File: config.mk
export PLATFORM = sky130hd
export DESIGN_NAME = hazard_ctrl_flat
export DESIGN_NICKNAME = d
export VERILOG_FILES = /design/src/rtl/hazard_ctrl_if.sv /design/src/rtl/hazard_ctrl.sv /design/src/flat_wrapper.sv
export SDC_FILE = /design/constraint.sdc
export NUM_CORES = 1
export LEC_CHECK = 0
export ABC_AREA = 1
export CORE_MARGIN = 2
export CORE_UTILIZATION = 44
export DETAILED_ROUTE_END_ITERATION = 7
export GPL_ROUTABILITY_DRIVEN = 1
export PLACE_DENSITY = 0.75
export REMOVE_ABC_BUFFERS = 1
export SYNTH_ARGS = -nofsm -noshare
export SYNTH_HDL_FRONTEND = slang
export SYNTH_SLANG_ARGS = --single-unit
File: constraint.sdc
create_clock -name clk_i -period 3.31 [get_ports clk_i]
set_input_delay 0.662 -clock clk_i [delete_from_list [all_inputs] [get_ports clk_i]]
set_output_delay 0.662 -clock clk_i [all_outputs]
set_load 0.01 [all_outputs]
File: src/rtl/hazard_ctrl_if.sv
// Hazard controller bundle: ID/EX hazard inputs and pipeline register controls.
// Purely wires; no storage.
// No flow control; the controller answers combinationally every cycle.
interface hazard_ctrl_if #(
  parameter int PERF_W = 16
);
  // Hazard sources seen by the controller
  logic [4:0]        id_rs_i;
  logic [4:0]        id_rt_i;
  logic              id_uses_rt_i;
  logic              id_mul_i;
  logic              ex_mem_read_i;
  logic [4:0]        ex_rd_i;
  logic              ex_redirect_i;
  logic              ext_stall_i;
  // Pipeline controls produced by the controller
  logic              pc_keep_o;
  logic              if_id_keep_o;
  logic              if_id_flush_o;
  logic              id_ex_bubble_o;
  logic              mul_busy_o;
  logic [PERF_W-1:0] stall_cnt_o;
  logic [PERF_W-1:0] flush_cnt_o;

  // Pipeline side: supplies hazard information, consumes controls
  modport master (
    output id_rs_i, id_rt_i, id_uses_rt_i, id_mul_i,
           ex_mem_read_i, ex_rd_i, ex_redirect_i, ext_stall_i,
    input  pc_keep_o, if_id_keep_o, if_id_flush_o, id_ex_bubble_o,
           mul_busy_o, stall_cnt_o, flush_cnt_o
  );

  // Controller side
  modport slave (
    input  id_rs_i, id_rt_i, id_uses_rt_i, id_mul_i,
           ex_mem_read_i, ex_rd_i, ex_redirect_i, ext_stall_i,
    output pc_keep_o, if_id_keep_o, if_id_flush_o, id_ex_bubble_o,
           mul_busy_o, stall_cnt_o, flush_cnt_o
  );
endinterface

File: src/rtl/hazard_ctrl.sv
// Pipeline hazard controller: PC hold, IF/ID keep/flush, ID/EX bubble, perf counters.
// Controls are combinational (same cycle); state/counters update on the rising edge.
// ext_stall_i freezes everything; a mul/div holds the front end for MUL_LAT-1 cycles.
module hazard_ctrl #(
  parameter int MUL_LAT = 4,
  parameter int CNT_W   = 4,
  parameter int PERF_W  = 16
) (
  input logic          clk_i,
  input logic          rst_n_i,
  hazard_ctrl_if.slave hz
);

  typedef enum logic {
    RUN      = 1'b0,
    MUL_WAIT = 1'b1
  } state_t;

  localparam logic [CNT_W-1:0] CNT_INIT = CNT_W'(MUL_LAT - 1);

  state_t            state, state_nxt;
  logic [CNT_W-1:0]  cnt, cnt_nxt;
  logic [PERF_W-1:0] stall_cnt, flush_cnt;
  logic              lu;
  logic              pc_keep, if_id_keep, if_id_flush, id_ex_bubble, mul_busy;

  // Load-use: EX load writes a register the ID instruction reads ($0 never hazards)
  always_comb begin
    lu = hz.ex_mem_read_i && (hz.ex_rd_i != 5'd0) &&
         ((hz.ex_rd_i == hz.id_rs_i) ||
          (hz.id_uses_rt_i && (hz.ex_rd_i == hz.id_rt_i)));
  end

  // Priority-ordered control decode and next-state logic
  always_comb begin
    state_nxt    = state;
    cnt_nxt      = cnt;
    pc_keep      = 1'b0;
    if_id_keep   = 1'b0;
    if_id_flush  = 1'b0;
    id_ex_bubble = 1'b0;
    mul_busy     = (state == MUL_WAIT);
    if (hz.ext_stall_i) begin
      // Whole front end frozen; the mul wait stretches one for one
      pc_keep    = 1'b1;
      if_id_keep = 1'b1;
    end else if (state == MUL_WAIT) begin
      // Mul occupies EX: redirects and load-use cannot originate there
      pc_keep      = 1'b1;
      if_id_keep   = 1'b1;
      id_ex_bubble = 1'b1;
      if (cnt == CNT_W'(1)) begin
        state_nxt = RUN;
        cnt_nxt   = '0;
      end else begin
        cnt_nxt = cnt - 1'b1;
      end
    end else if (hz.ex_redirect_i) begin
      // PC loads the target; IF/ID and ID hold wrong-path instructions
      if_id_flush  = 1'b1;
      id_ex_bubble = 1'b1;
    end else if (lu) begin
      pc_keep      = 1'b1;
      if_id_keep   = 1'b1;
      id_ex_bubble = 1'b1;
    end else if (hz.id_mul_i) begin
      // Entry cycle lets the mul advance into EX; stalls start next cycle
      state_nxt = MUL_WAIT;
      cnt_nxt   = CNT_INIT;
    end
  end

  // State and wait counter registers
  always_ff @(posedge clk_i) begin
    if (!rst_n_i) begin
      state <= RUN;
      cnt   <= '0;
    end else begin
      state <= state_nxt;
      cnt   <= cnt_nxt;
    end
  end

  // Saturating stall/flush performance counters
  always_ff @(posedge clk_i) begin
    if (!rst_n_i) begin
      stall_cnt <= '0;
      flush_cnt <= '0;
    end else begin
      if (pc_keep && (stall_cnt != '1)) begin
        stall_cnt <= stall_cnt + 1'b1;
      end
      if (if_id_flush && (flush_cnt != '1)) begin
        flush_cnt <= flush_cnt + 1'b1;
      end
    end
  end

  assign hz.pc_keep_o      = pc_keep;
  assign hz.if_id_keep_o   = if_id_keep;
  assign hz.if_id_flush_o  = if_id_flush;
  assign hz.id_ex_bubble_o = id_ex_bubble;
  assign hz.mul_busy_o     = mul_busy;
  assign hz.stall_cnt_o    = stall_cnt;
  assign hz.flush_cnt_o    = flush_cnt;

endmodule

File: src/flat_wrapper.sv
// flat-port wrapper written by rule: the top's interface ports become plain ports
module hazard_ctrl_flat 
#(
  parameter int MUL_LAT = 4,
  parameter int CNT_W   = 4,
  parameter int PERF_W  = 16
)
  (clk_i, rst_n_i, hz_id_rs_i, hz_id_rt_i, hz_id_uses_rt_i, hz_id_mul_i, hz_ex_mem_read_i, hz_ex_rd_i, hz_ex_redirect_i, hz_ext_stall_i, hz_pc_keep_o, hz_if_id_keep_o, hz_if_id_flush_o, hz_id_ex_bubble_o, hz_mul_busy_o, hz_stall_cnt_o, hz_flush_cnt_o);
  hazard_ctrl_if #(.PERF_W(PERF_W)) hz_i ();
  input logic clk_i;
  input logic rst_n_i;
  input wire logic [$bits(hz_i.id_rs_i)-1:0] hz_id_rs_i;
  input wire logic [$bits(hz_i.id_rt_i)-1:0] hz_id_rt_i;
  input wire logic [$bits(hz_i.id_uses_rt_i)-1:0] hz_id_uses_rt_i;
  input wire logic [$bits(hz_i.id_mul_i)-1:0] hz_id_mul_i;
  input wire logic [$bits(hz_i.ex_mem_read_i)-1:0] hz_ex_mem_read_i;
  input wire logic [$bits(hz_i.ex_rd_i)-1:0] hz_ex_rd_i;
  input wire logic [$bits(hz_i.ex_redirect_i)-1:0] hz_ex_redirect_i;
  input wire logic [$bits(hz_i.ext_stall_i)-1:0] hz_ext_stall_i;
  output wire logic [$bits(hz_i.pc_keep_o)-1:0] hz_pc_keep_o;
  output wire logic [$bits(hz_i.if_id_keep_o)-1:0] hz_if_id_keep_o;
  output wire logic [$bits(hz_i.if_id_flush_o)-1:0] hz_if_id_flush_o;
  output wire logic [$bits(hz_i.id_ex_bubble_o)-1:0] hz_id_ex_bubble_o;
  output wire logic [$bits(hz_i.mul_busy_o)-1:0] hz_mul_busy_o;
  output wire logic [$bits(hz_i.stall_cnt_o)-1:0] hz_stall_cnt_o;
  output wire logic [$bits(hz_i.flush_cnt_o)-1:0] hz_flush_cnt_o;
  assign hz_i.id_rs_i = hz_id_rs_i;
  assign hz_i.id_rt_i = hz_id_rt_i;
  assign hz_i.id_uses_rt_i = hz_id_uses_rt_i;
  assign hz_i.id_mul_i = hz_id_mul_i;
  assign hz_i.ex_mem_read_i = hz_ex_mem_read_i;
  assign hz_i.ex_rd_i = hz_ex_rd_i;
  assign hz_i.ex_redirect_i = hz_ex_redirect_i;
  assign hz_i.ext_stall_i = hz_ext_stall_i;
  assign hz_pc_keep_o = hz_i.pc_keep_o;
  assign hz_if_id_keep_o = hz_i.if_id_keep_o;
  assign hz_if_id_flush_o = hz_i.if_id_flush_o;
  assign hz_id_ex_bubble_o = hz_i.id_ex_bubble_o;
  assign hz_mul_busy_o = hz_i.mul_busy_o;
  assign hz_stall_cnt_o = hz_i.stall_cnt_o;
  assign hz_flush_cnt_o = hz_i.flush_cnt_o;
  hazard_ctrl #(.MUL_LAT(MUL_LAT), .CNT_W(CNT_W), .PERF_W(PERF_W)) u_core (.clk_i(clk_i), .rst_n_i(rst_n_i), .hz(hz_i));
endmodule
---- Word-level counts from Yosys, hierarchy flattened ----
Index checks and enable logic that the tools add are counted.
storage, ports and cells
  flip-flop bits (word level) ............. 37
  output and inout bits ................... 37
  word-level logic and storage cells ...... 44
  bits of input ports ..................... 22
cells by class
  reduce and logical (&&, ||, !) cells .... 9
  multiplexer cells ....................... 20
  bitwise operators ....................... 1
  add/sub/neg operators ................... 3
  equal/unequal tests ..................... 7
operators with widths
  cell                     number
  $add A16 B1 Y16 const B  2
  $ne A16 B16 Y1 const B   2
  $mux W4                  5
  $mux W1                  15
  $eq A5 B5 Y1             2
  $logic_and A1 B1 Y1      5
  $reduce_bool A5 Y1       1
  $eq A4 B1 Y1 const B     1
  $ne A2 B1 Y1 const B     2
  $reduce_and A4 Y1        1
  $sub A4 B1 Y4 const B    1
  $reduce_bool A2 Y1       1
  $logic_or A1 B1 Y1       1
  $not A1 Y1               1

---- Depth between registers and ports, before layout ----
  depth in word-level cells ............... 9
  mapped depth ............................ 12
  mapped depth without buffers ............ 11

---- Worst setup path after synthesis ----
No wires, ideal clock.
  kind .................................... input to output
  start point ............................. in hz_ex_rd_i[3]
  end point ............................... out hz_pc_keep_o
  path buffers ............................ 2
  required time ........................... 2.648 ns
  stages on the path ...................... 10
  arrival ................................. 1.438 ns
  path slack .............................. 1.210 ns
  path through ............................ inv_2 -> nand2_1 -> nand2_1 -> nor2_1 -> nand3_1 -> nand2_1 -> nand3_1 -> nand2_2 -> buf_6 -> buf_4
between the ends
  longest elaborated chain between the ends .. 8
  elaborated cells between the ends (all ways) .. 11
  classes of those cells .................. eq/ne: 2; mux: 4; reduce/logical: 5
ends and longest elaborated chain
  element                  line                RTL
  start, declared          flat_wrapper.sv:17  input wire logic [$bits(hz_i.ex_rd_i)-1:0] hz_ex_rd_i;
  $eq A5 B5 Y1             hazard_ctrl.sv:31   (hz.id_uses_rt_i && (hz.ex_rd_i == hz.id_rt_i)));
  $logic_and A1 B1 Y1      hazard_ctrl.sv:31
  $logic_or A1 B1 Y1       hazard_ctrl.sv:30   ((hz.ex_rd_i == hz.id_rs_i) ||
  $logic_and A1 B1 Y1 *    hazard_ctrl.sv:29   lu = hz.ex_mem_read_i && (hz.ex_rd_i != 5'd0) &&
  $mux W1 * (4 in series)  n/a
  end, declared            flat_wrapper.sv:20  output wire logic [$bits(hz_i.pc_keep_o)-1:0] hz_pc_keep_o;
Every way passes the cells marked *; elsewhere a longest branch is shown, timed or not.

---- Final worst setup path ----
  start point ............................. in hz_ex_rd_i[4]
  end point ............................... out hz_id_ex_bubble_o
between the ends
  longest elaborated chain between the ends .. 8
  elaborated cells between the ends (all ways) .. 11
  classes of those cells .................. eq/ne: 2; mux: 4; reduce/logical: 5
ends and longest elaborated chain
  element                line                RTL
  $eq A5 B5 Y1           hazard_ctrl.sv:31
  $logic_and A1 B1 Y1    hazard_ctrl.sv:31
  $logic_or A1 B1 Y1     hazard_ctrl.sv:30
  $logic_and A1 B1 Y1 *  hazard_ctrl.sv:29
  $mux W1 *              hazard_ctrl.sv:62   end else if (lu) begin
  $mux W1 *              hazard_ctrl.sv:58   end else if (hz.ex_redirect_i) begin
  $mux W1 *              hazard_ctrl.sv:47   end else if (state == MUL_WAIT) begin
  $mux W1 *              hazard_ctrl.sv:43   if (hz.ext_stall_i) begin
  end, declared          flat_wrapper.sv:23  output wire logic [$bits(hz_i.id_ex_bubble_o)-1:0] hz_id_ex_bubble_o;
Marked as above.

==> flow_summary_export.csv <==
group,metric,value,unit
floorplanning,core_area,0.005010,mm^2
routing,ant_nets,0,
timing,whs,0.5075,ns
finish,n_fill_cell,494,
finish,syn_to_final_growth,30.92,%
floorplanning,ioPinCount,59,
critical_path,cp-end-kind,"output pin",
timing,finalSetupTns,0,ns
clock_tree,hold_buffers,0,
floorplanning,fp-row-count,26,
synthesis,syn_inst,359,
routing,wl_per_cell,10.82,um
grt,first_global_vias,2099,
floorplanning,initial_core_util,44.91,%
critical_path,cp-start-kind,"input port",
pwr,leakage,1.201,nW
place,gp_congestion,0.9603,
critical_path,startpoint,"hz_ex_rd_i[4]",
finish,fin_nets,442,
finish,drive_above_1_share,7.194,%
synthesis,ys_warn_count,0,
synthesis,synth.avg_cell_area,6.266,um^2
grt,grt.overflow.total,0,
worst_hold_path,hold_end,"u_core.hz.flush_cnt_o[3]$_SDFFE_PN0P_",
finish,seqCellArea,740.7,um^2
critical_path,crit_arrival,2.43,ns
routing,viasPerCell,4.848,
timing,final.min_clock_period,3.093,ns
flow_run,max-cap-violations,0,
timing,rsz0062_at_grt,"no",
timing,fin_skew,0.006358,ns
pwr,ir_drop,231.8,uV
pwr,powerDensity,310.6,mW/mm^2
clock_tree,cts_tree,"done",
critical_path,r2r-end,"u_core.hz.flush_cnt_o[9]$_SDFFE_PN0P_",
status,status,"finished clean",
critical_path,path_max_fanout,4,
grt,grt_use_total,20.19,%
finish,insertedDiodeCount,0,
routing,firstDrtPassIters,5,
timing,final_max_slew_viol_count,0,
critical_path,critical_path_required,2.65,ns
worst_hold_path,hold_path.class,"register to register",
critical_path,r2r_cells,9,
timing,tightest_slew,0.5302,ns
floorplanning,fp.dieH,75.51,um
clock_tree,h-tree-depth,2,
place,hpwl,3953,um
timing,setup_viol,0,
clock_tree,path_clk_slew,0.07,ns
synthesis,synth_cell_type_count,31,
grt,groute.layer.met2.usage,33.14,%
grt,grt_pass1_wl,8956,um
timing,hold_viol,0,
timing,post-route-period-util,93.45,%
grt,grt_max_degree,33,
synthesis,ys_seq_area_share,32.93,%
critical_path,r2r_start,"u_core.hz.flush_cnt_o[0]$_SDFFE_PN0P_",
clock_tree,cts_made_buffers,5,
worst_hold_path,hold_start,"u_core.hz.flush_cnt_o[3]$_SDFFE_PN0P_",
clock_tree,clock_latency,0.29,ns
clock_tree,cts-root-buf,"clkbuf_8",
clock_tree,cts_setup_buffers,0,
routing,wirelength,5269,um
grt,grtUsageMet1,25.20,%
routing,via_count,2361,
routing,drc_errors,0,
grt,use_met3,5.159,%
critical_path,r2r_setup_slack,1.23,ns
floorplanning,die_w,75.51,um
synthesis,ys_ff_latch,37,
critical_path,path_class,"input port to output pin",
clock_tree,cts_buffer_depth,2,
floorplanning,dieArea,0.005701,mm^2
clock_tree,cts_sinks,37,
place,place.port_buffers,58,
timing,timing.fmax,0.3233,GHz
grt,antenna_found_initial,0,
clock_tree,cts_resized,0,
finish,multi_input_area,0.001247,mm^2
grt,busiest_layer,"met2",
synthesis,syn-cell-area,0.002250,mm^2
routing,drt_iter0_markers,141,
timing,slew_headroom,64.54,%
worst_hold_path,holdPathStages,2,
==> worst max-delay path by stage <==
| stage | endpoint | slack, ns | depth (start not counted) |
|---|---|---|---|
| floorplan | hz_if_id_keep_o | 1.20 | 8 |
| global placement | hz_id_ex_bubble_o | 0.26 | 10 |
| detailed placement | hz_id_ex_bubble_o | 0.23 | 10 |
| CTS | hz_id_ex_bubble_o | 0.22 | 10 |
| global route | hz_id_ex_bubble_o | 0.09 | 10 |
| finish | hz_id_ex_bubble_o | 0.22 | 10 |
==> cell usage after synthesis <==
cell      count  share of area (%)
buf_2         2               0.44
buf_4         4                1.3
clkinv_2      1               0.22
a21oi_1      32                7.1
nand3_1      39                8.7
xnor2_1       5                1.9
nor4_1        2               0.56
inv_1        39                6.5
nand2_1      89                 15
clkbuf_1      1               0.17
xor2_1        3                1.2
inv_2         9                1.5
nand2_2       1               0.28
o21ai_0       9                2.0
nand3_2       3                1.3
nor2_1       51                8.5
dfxtp_1      37                 33
o21ai_1       3               0.67
ha_1          4                2.2
buf_6         2                1.0
a31oi_1       1               0.28
nor3_1        7                1.6
nand4_1       4                1.1
inv_4         1               0.28
and2_1        1               0.28
nor2_2        2               0.56
or2_2         1               0.28
nor3_2        2               0.89
nand2_4       1               0.50
nor3b_1       2               0.67
buf_1         1               0.17
==> critical path: stages <==
cell	delay (ns)
clkdlybuf4s50_1	0.55
inv_2	0.04
nand2_1	0.05
nand2_1	0.05
nor2_1	0.13
nand3_1	0.08
nand2_1	0.09
nand2_1	0.07
a31oi_1	0.15
clkdlybuf4s50_1	0.56
==> cell families (layout without fill, tap and decap cells) <==
kind of cell | Yosys count | after routing | share of synthesized area, %
fa+ha+maj | 4 | 4 | 2.225
compound gates | 45 | 45 | 10.07
flops | 37 | 37 | 32.93
xor+xnor | 8 | 8 | 3.115
buf+inv | 60 | 118 | 11.62
simple gates | 205 | 205 | 40.04
==> cell usage in the layout, fill, tap and decap left out, drive strengths merged, types with 2 or more instances in the layout <==
| cell type | instances |
|---|---|
| nand2 | 91 |
| clkdlybuf4s50 | 58 |
| nor2 | 53 |
| inv | 49 |
| nand3 | 42 |
| dfxtp | 37 |
| a21oi | 32 |
| o21ai | 12 |
| nor3 | 9 |
| clkbuf | 6 |
| xnor2 | 5 |
| nand4 | 4 |
| ha | 4 |
| clkinv | 3 |
| xor2 | 3 |
| nor4 | 2 |
| nor3b | 2 |
| buf | 2 |
==> final cells by class <==
type	count	share of cell area [%]
Multi-Input combinational cell	262	42.35
Sequential cell	37	25.15
Timing Repair Buffer	60	20.22
Inverter	50	6.500
Tap cell	70	2.974
Clock buffer	6	2.464
Clock inverter	2	0.3398
==> flip-flops by register name, indices dropped and copies added (netlist names) <==
register,cells
u_core.hz.flush_cnt_o,16
u_core.hz.mul_busy_o,1
u_core.hz.stall_cnt_o,16
u_core.cnt,4
==> through the flow <==
step           total power [mW]  utilization (%)  instance area, um^2  cells  worst slack (ns)
4_1_cts                  0.9262            58.79                 2945    487            0.2172
3_5_place_dp             0.6186            57.14                 2863    479            0.2262
6_report                 0.9147            58.79                 2945    487            0.2169
3_3_place_gp             0.6152            57.14                 2863    479            0.2601
5_1_grt                  0.9671            58.79                 2945    487           0.09413
2_1_floorplan            0.5479                -                 2180    349             1.200
==> where the power goes <==
part | internal, mW | total [mW] | switching [mW]
logic | 0.0692 | 0.145 | 0.0759
clock network | 0.146 | 0.306 | 0.160
registers | 0.455 | 0.463 | 0.00885
==> per-layer routing <==
| metal | vias to the layer above | wire (um) |
|---|---|---|
| met5 | - | 0 |
| met2 | 64 | 2476 |
| met3 | 13 | 290 |
| met4 | 0 | 120 |
| met1 | 1029 | 2381 |
| li1 | 1255 | - |
Power figures use the tool's default switching activity.
